`src/rtl/uart_intf_pkg.sv`:
```
// Shared definitions for the UART operand/result interface blocks:
// FSM encoding, default byte width and the byte-counter sizing rule.
package uart_intf_pkg;

  localparam int DEFAULT_DATA_W = 8;

  typedef enum logic [1:0] {
    IDLE  = 2'd0,
    START = 2'd1,
    WAIT  = 2'd2,
    DONE  = 2'd3
  } tx_state_t;

  // The counter must be able to hold NBYTES-1 without wrapping.
  function automatic bit cnt_w_fits(input int nbytes, input int cnt_w);
    return nbytes < (1 << cnt_w);
  endfunction

endpackage

```
`src/rtl/result_pending_slot.sv`:
```
// One-deep holding register for a result that arrives while the FSM is busy.
// Capture/release take effect next cycle; overrun pulses one cycle after a drop.
module result_pending_slot #(
  parameter int RES_W = 8
) (
  input  logic             i_clk,
  input  logic             i_reset,
  input  logic             store,
  input  logic             take,
  input  logic [RES_W-1:0] din,
  output logic [RES_W-1:0] dout,
  output logic             vld,
  output logic             overrun
);

  always_ff @(posedge i_clk) begin
    if (i_reset) begin
      dout    <= '0;
      vld     <= 1'b0;
      overrun <= 1'b0;
    end else begin
      // A slot being released this cycle can accept the new result at once.
      overrun <= store && vld && !take;
      if (store && (!vld || take)) begin
        dout <= din;
        vld  <= 1'b1;
      end else if (take) begin
        vld <= 1'b0;
      end
    end
  end

endmodule

```
`src/rtl/alu_result_tx_intf.sv`:
```
// Serialises an ALU result into UART bytes, LSB first, one start/done handshake per byte.
// Start 1 cycle after accept, done 1 cycle after last tx_done; one result buffered, further ones dropped.
module alu_result_tx_intf
  import uart_intf_pkg::*;
#(
  parameter int DATA_W = DEFAULT_DATA_W,
  parameter int NBYTES = 1,
  parameter int CNT_W  = 3
) (
  input  logic                     i_clk,
  input  logic                     i_reset,
  input  logic                     i_valid,
  input  logic [NBYTES*DATA_W-1:0] i_result,
  input  logic                     i_tx_done,
  output logic                     o_tx_start,
  output logic [DATA_W-1:0]        o_tx_data,
  output logic                     o_busy,
  output logic                     o_done,
  output logic                     o_overrun
);

  localparam int RES_W = NBYTES * DATA_W;
  localparam logic [CNT_W-1:0] LAST_CNT = CNT_W'(NBYTES - 1);

  if (!cnt_w_fits(NBYTES, CNT_W)) begin : g_cnt_w_check
    $error("alu_result_tx_intf: CNT_W too narrow for NBYTES");
  end

  tx_state_t        state, state_n;
  logic [RES_W-1:0] shift, shift_n;
  logic [CNT_W-1:0] byte_cnt, byte_cnt_n;
  logic [RES_W-1:0] pend_dat;
  logic             pend_vld;
  logic             store, take;

  assign take  = (state == IDLE) && pend_vld;
  assign store = i_valid && ((state != IDLE) || pend_vld);

  result_pending_slot #(.RES_W(RES_W)) u_pending (
    .i_clk   (i_clk),
    .i_reset (i_reset),
    .store   (store),
    .take    (take),
    .din     (i_result),
    .dout    (pend_dat),
    .vld     (pend_vld),
    .overrun (o_overrun)
  );

  always_comb begin
    state_n    = state;
    shift_n    = shift;
    byte_cnt_n = byte_cnt;
    case (state)
      IDLE: begin
        if (pend_vld) begin
          shift_n    = pend_dat;
          byte_cnt_n = '0;
          state_n    = START;
        end else if (i_valid) begin
          shift_n    = i_result;
          byte_cnt_n = '0;
          state_n    = START;
        end
      end
      START: state_n = WAIT;
      WAIT: begin
        if (i_tx_done) begin
          if (byte_cnt == LAST_CNT) begin
            state_n = DONE;
          end else begin
            shift_n    = shift >> DATA_W;
            byte_cnt_n = byte_cnt + CNT_W'(1);
            state_n    = START;
          end
        end
      end
      DONE:    state_n = IDLE;
      default: state_n = IDLE;
    endcase
  end

  // Outputs are decoded from the next state so they line up with the state register.
  always_ff @(posedge i_clk) begin
    if (i_reset) begin
      state      <= IDLE;
      shift      <= '0;
      byte_cnt   <= '0;
      o_tx_start <= 1'b0;
      o_tx_data  <= '0;
      o_busy     <= 1'b0;
      o_done     <= 1'b0;
    end else begin
      state      <= state_n;
      shift      <= shift_n;
      byte_cnt   <= byte_cnt_n;
      o_tx_start <= (state_n == START);
      o_busy     <= (state_n != IDLE);
      o_done     <= (state_n == DONE);
      if (state_n == START) o_tx_data <= shift_n[DATA_W-1:0];
    end
  end

endmodule

```
`config.mk`:
```
export PLATFORM = sky130hd
export DESIGN_NAME = alu_result_tx_intf
export DESIGN_NICKNAME = d
export VERILOG_FILES = /design/src/rtl/uart_intf_pkg.sv /design/src/rtl/result_pending_slot.sv /design/src/rtl/alu_result_tx_intf.sv
export SDC_FILE = /design/constraint.sdc
export NUM_CORES = 1
export LEC_CHECK = 0
export CAP_MARGIN = 5
export CORE_MARGIN = 2
export CORE_UTILIZATION = 55
export CTS_BUF_LIST = sky130_fd_sc_hd__clkbuf_16
export DETAILED_ROUTE_END_ITERATION = 12
export PLACE_DENSITY = 0.82
export SYNTH_ARGS = -nofsm -noshare
export SYNTH_HDL_FRONTEND = slang
export SYNTH_SLANG_ARGS = --single-unit
```
`constraint.sdc`:
```
create_clock -name i_clk -period 2.5 [get_ports i_clk]
set_input_delay 0.75 -clock i_clk [delete_from_list [all_inputs] [get_ports i_clk]]
set_output_delay 0.75 -clock i_clk [all_outputs]
set_load 0.005 [all_outputs]
```
### After elaboration in Yosys (flattened, before gate mapping)

Index checks and enable logic that the tools add are counted.

| storage, ports and cells | value |
|---|---|
| bits in writable memories | 0 |
| bits in latches | 0 |
| logic and storage cells | 52 |
| output and inout port bits | 12 |
| memories | 0 |
| input port bits | 12 |
| memory bits (read-only) | 0 |
| flip-flop bits (word level) | 34 |

| operators by class | value |
|---|---|
| eq/ne operators | 8 |
| reduce and logical (&&, ||, !) cells | 16 |
| add/sub/neg operators | 1 |
| multiply operators | 0 |
| multiplexer cells | 17 |
| divide/modulo/power cells | 0 |
| bitwise gates (word level) | 0 |
| $lt $le $gt $ge | 0 |
| shift-type cells | 0 |

Operator list:

| operator | count |
|---|---|
| 8-bit 2-to-1 mux | 4 |
| 8-bit case mux with 2 select lines | 1 |
| 3-bit 2-to-1 mux | 4 |
| 2-bit 2-to-1 mux | 4 |
| 2-bit case mux with 4 select lines | 1 |
| 2-bit nonzero test | 4 |
| 2-bit == test, second input constant | 3 |
| 3-bit case mux with 2 select lines | 1 |
| 1-bit logical AND | 5 |
| 2-bit by 1-bit == test with 1-bit output, second input constant | 2 |
| 2-bit inequality test, second input constant | 2 |
| 4-bit AND reduction | 1 |
| 3-bit by 1-bit adder with 3-bit output, second input constant | 1 |
| 3-bit logical NOT | 1 |
| 3-bit by 2-bit inequality test with 1-bit output, second input constant | 1 |
| 1-bit logical NOT | 2 |
| 2-bit logical NOT | 1 |
| 1-bit logical OR | 2 |
| 1-bit 2-to-1 mux | 2 |

### Logic depth before layout (Yosys ltp)

| logic depth | value |
|---|---|
| depth in word-level cells | 5 |
| mapped depth | 7 |
| depth with buffers taken out | 6 |

### Cells and area by module

Synthesis repeated with hierarchy kept, for this count alone.

| unflattened totals | value |
|---|---|
| cell total of the unflattened synthesis | 124 |
| area total of the unflattened synthesis | 1,228.7 um2 |

Modules (own cells, without submodules):

| module | area each (um2) | cells each | instances |
|---|---|---|---|
| alu_result_tx_intf | 792.0 | 83 | 1 |
| result_pending_slot | 436.7 | 41 | 1 |

### Worst setup path before layout

OpenSTA, ideal clock, no wires.

| path | value |
|---|---|
| path kind | input to register |
| start | input i_valid |
| end | register o_tx_data[5] |
| data arrival time | 1.541 ns |
| library setup time | 0.115 ns |
| setup slack | 0.844 ns |
| cell stages on the path | 5 |
| cell sequence | nor3_1 -> or2_1 -> or2_1 -> buf_2 -> a31o_1 |

| on the way | value |
|---|---|
| longest elaborated chain between the ends | 4 |

Ends and longest elaborated chain:

| item | RTL line | source |
|---|---|---|
| start, declared | alu_result_tx_intf.sv:12 | `input logic i_valid,` |
| 2-bit 2-to-1 mux | alu_result_tx_intf.sv:60 | `end else if (i_valid) begin` |
| 2-bit 2-to-1 mux | alu_result_tx_intf.sv:56 | `if (pend_vld) begin` |
| 2-bit case mux with 4 select lines | alu_result_tx_intf.sv:54 | `case (state)` |
| 2-bit by 1-bit == test with 1-bit output | alu_result_tx_intf.sv:100 | `if (state_n == START) o_tx_data <= shift_n[DATA_W-1:0];` |
| end signal, assigned | alu_result_tx_intf.sv:100 |  |
| end, declared | alu_result_tx_intf.sv:16 | `output logic [DATA_W-1:0] o_tx_data,` |

Several ways; a longest one is shown, not always the timed one.
A chain may end at the register's enable or synchronous reset.

### Worst setup path in the final report

Ends and elaborated chain as after synthesis.

==> results by group <==
Run status
  – Status: finished clean

Timing
  – Sum Neg Setup Slack: 0 ns
  – Max Clock Freq: a little under 0.5 GHz
  – Worst slew pin tran: 0.645 ns
  – Slew Limit Headroom: 56.9%
  – RSZ-0062 raised after global routing: no
  – # setup viols final: 0
  – Final min period: 2.02 ns
  – Final period utilization: 80.6%
  – Final Max Slew Viols: 0
  – Hold Fails Final Rpt: 0
  – Clk_skew: 0.00241 ns

Synth
  – XOR/XNOR Fraction of Synth Area: 0%
  – Count of cell types in the netlist: 34
  – Largest family of logic cells by synthesized area: simple AND/OR/NAND/NOR gates
  – Adder-cell share of the synthesized area: 1.73%
  – Synth Area in Compound Gates: between 10% and 20%
  – Mux contribution to synthesized area: 10.4%
  – Area leader, netlist: dfxtp_1
  – FF+latch count, synth: 33
  – Synth Area per Inst: 8.77 um2
  – Synthesized Nets: approximately 180
  – Yosys synthesis warning count: 0
  – Post-synth top area share: 45.7%
  – Cell Area, Synth: 0.00145 mm2
  – Synth Area in Simple Gates: 18.3%
  – Post-Syn Instances: 165
  – Area contributors post-synth: dfxtp_1 46%, mux2i_1 10%, o21ai_1 5.5%, nand2_1 4.7%, o211ai_1 3.6%
  – Seq/Total Area, Yosys: a little under half

Job
  – Maxcap violations: 0

Drt
  – Final routed wire length divided by cell count: about 14 um
  – Met3 wire length: ~150 um
  – Metal-1 WL: 1.26 mm
  – Top Layer Used: met4
  – WL final: 3.11 mm
  – Drt pass-1 iters: 4
  – Vias/cell: 5.70
  – Metal2 WL: 1.61 mm
  – Starting DRT DRC Count: 31
  – # DRC: 0
  – Post-DRT Antenna Nets: 0
  – Via count: between 1000 and 1500

Finish
  – Seq. cell area: 661 um2
  – Layout cells sized above 1: 7.98%
  – Multi-input gate area: roughly 700 um2
  – Diodes inserted: 0
  – Synth-to-layout area growth: 26.4%
  – Fin nets: 202
  – Commonest non-fill, non-tap cell in the layout: dfxtp_1
  – Filler cells: 189
  – Most frequent cells in the layout: 33 x dfxtp_1, 23 x clkdlybuf4s50_1, 18 x nand2_1

Die
  – Top Ports: 24
  – Rows: 18
  – Die Ht: 55.3 um
  – Die area: 0.00306 mm2
  – Die width: 55.3 um
  – Starting Density: approximately three fifths
  – Core area: about 0.0025 mm2

Global routing
  – Grt total ovfl: 0
  – First-pass GRT wire length: between 5 and 6 mm
  – Global-route usage over all layers: approximately 22%
  – Vias in the first global route: 1275
  – Antenna violations before repair: 0
  – Largest net degree at the start of global routing: 22

Worst setup path
  – Req. time, crit path: around 2.7 ns
  – Crit path capture type: flip-flop
  – Crit start category: input port
  – Critical Path AT: 2.18 ns
  – Register-to-Register Path Depth: 4
  – Worst-path fanout max: 8
  – Critical path type: in2reg

CTS
  – Clock latency at the later pin of the worst-skew pair: ~0.27 ns
  – H-tree depth: 2
  – CTS tree: done
  – # resized after CTS: 0
  – CTS Sinks: 33
  – Setup bufs post-CTS: 0
  – Clock transition at the registers of the reported paths: 0.05 ns
  – # hold bufs at CTS: 0
  – Root Buffer: clkbuf_16
  – Total CTS buffers: 5
  – Clk buf depth: 2

Power
  – VDD IR max: roughly 0.0007 V
  – Total power: around 1.4 mW
  – Leakage: 0.729 nW
  – PwrDens: around 770 mW/mm2

Placement
  – Detailed Place HPWL: 2.17 mm
  – IO Port Bufs: 23
  – Gpl congestion: 0.739

Min path
  – Hold Path Class: reg2reg
  – Hold path cells: 2
## state kept, by name, summed over array words and instances (netlist names)
signal and flops:
o_tx_data 8, u_pending.dout 8, shift 7, byte_cnt 3, state 2, o_busy 1, o_done 1, o_tx_start 1
u_pending.overrun 1, u_pending.vld 1
## power by group
part	total, mW	switching [mW]	leakage (nW)	internal (mW)
clock	0.542	0.188	0.0685	0.354
combinational	0.242	0.120	0.391	0.122
sequential	0.618	0.0417	0.270	0.576
## area by class of cell
| cell class | count | area share, % |
|---|---|---|
| clock buffer | 5 | 6.84 |
| timing repair buffer | 27 | 14.2 |
| inverter | 11 | 2.26 |
| sequential | 33 | 36.1 |
| tap | 30 | 2.05 |
| clock inverter | 2 | 0.411 |
| multi-input combinational | 110 | 38.1 |
## final timing paths
path / slack [ns] / end / startpoint
worst max-delay path: 0.48 / o_tx_data[5] / i_valid
worst min-delay path: 0.46 / shift[2] / shift[2]
worst max register to register: 0.63 / o_tx_data[5] / u_pending.vld
worst min register to register: 0.46 / shift[2] / shift[2]
## through the flow
step / area (um2) / setup WS (ns) / hold slack [ns] / util, % / cells
after CTS: 1830 / 0.474 / 0.460 / 73.8 / 218
after detailed placement: 1700 / 0.202 / 0.450 / 68.4 / 211
after global placement: 1700 / 0.231 / 0.447 / 68.4 / 211
final: 1830 / 0.484 / 0.460 / 73.8 / 218
after floorplan: 1450 / 0.844 / 0.433 / - / 165
after global routing: 1830 / 0.412 / 0.478 / 73.8 / 218
## layer usage
layer | vias up | track usage, %
met5 | - | 0
met4 | 0 | 15.3
met3 | 8 | 6.32
li1 | 619 | -
met2 | 38 | 37.2
met1 | 577 | 24.7
## logic make-up (layout without fill, tap and decap cells)
kind of cell,Yosys count,count (layout)
simple gates,50,50
mux,15,15
compound gates,43,43
flops,33,33
fa+ha+maj,2,2
buf+inv,22,45
## critical path: stages
cell,delay (ns)
clkdlybuf4s50_1,0.49
nor3_1,0.06
or2_1,0.29
or2_1,0.33
a31o_1,0.25
## synthesized netlist by cell type
cell,number
or2_1,2
o21ai_2,1
or4_4,1
a21oi_2,1
a31o_1,1
o21ai_1,16
o211ai_1,7
and2_1,1
nor3_1,1
nor2b_1,4
a31oi_1,1
nor3b_1,1
or3_4,1
dfxtp_1,33
buf_2,6
o22ai_1,1
nor3_2,1
inv_1,11
o31ai_1,1
a21oi_1,3
ha_1,2
nand3_4,1
or4_1,1
or3_1,1
a21boi_1,1
nand2b_1,2
nand2_1,18
nor2_1,11
clkbuf_1,5
a2bb2oi_1,1
nand3_1,3
mux2i_1,15
nor4b_1,1
o21ai_0,9
(Power assumes the default switching activity.)
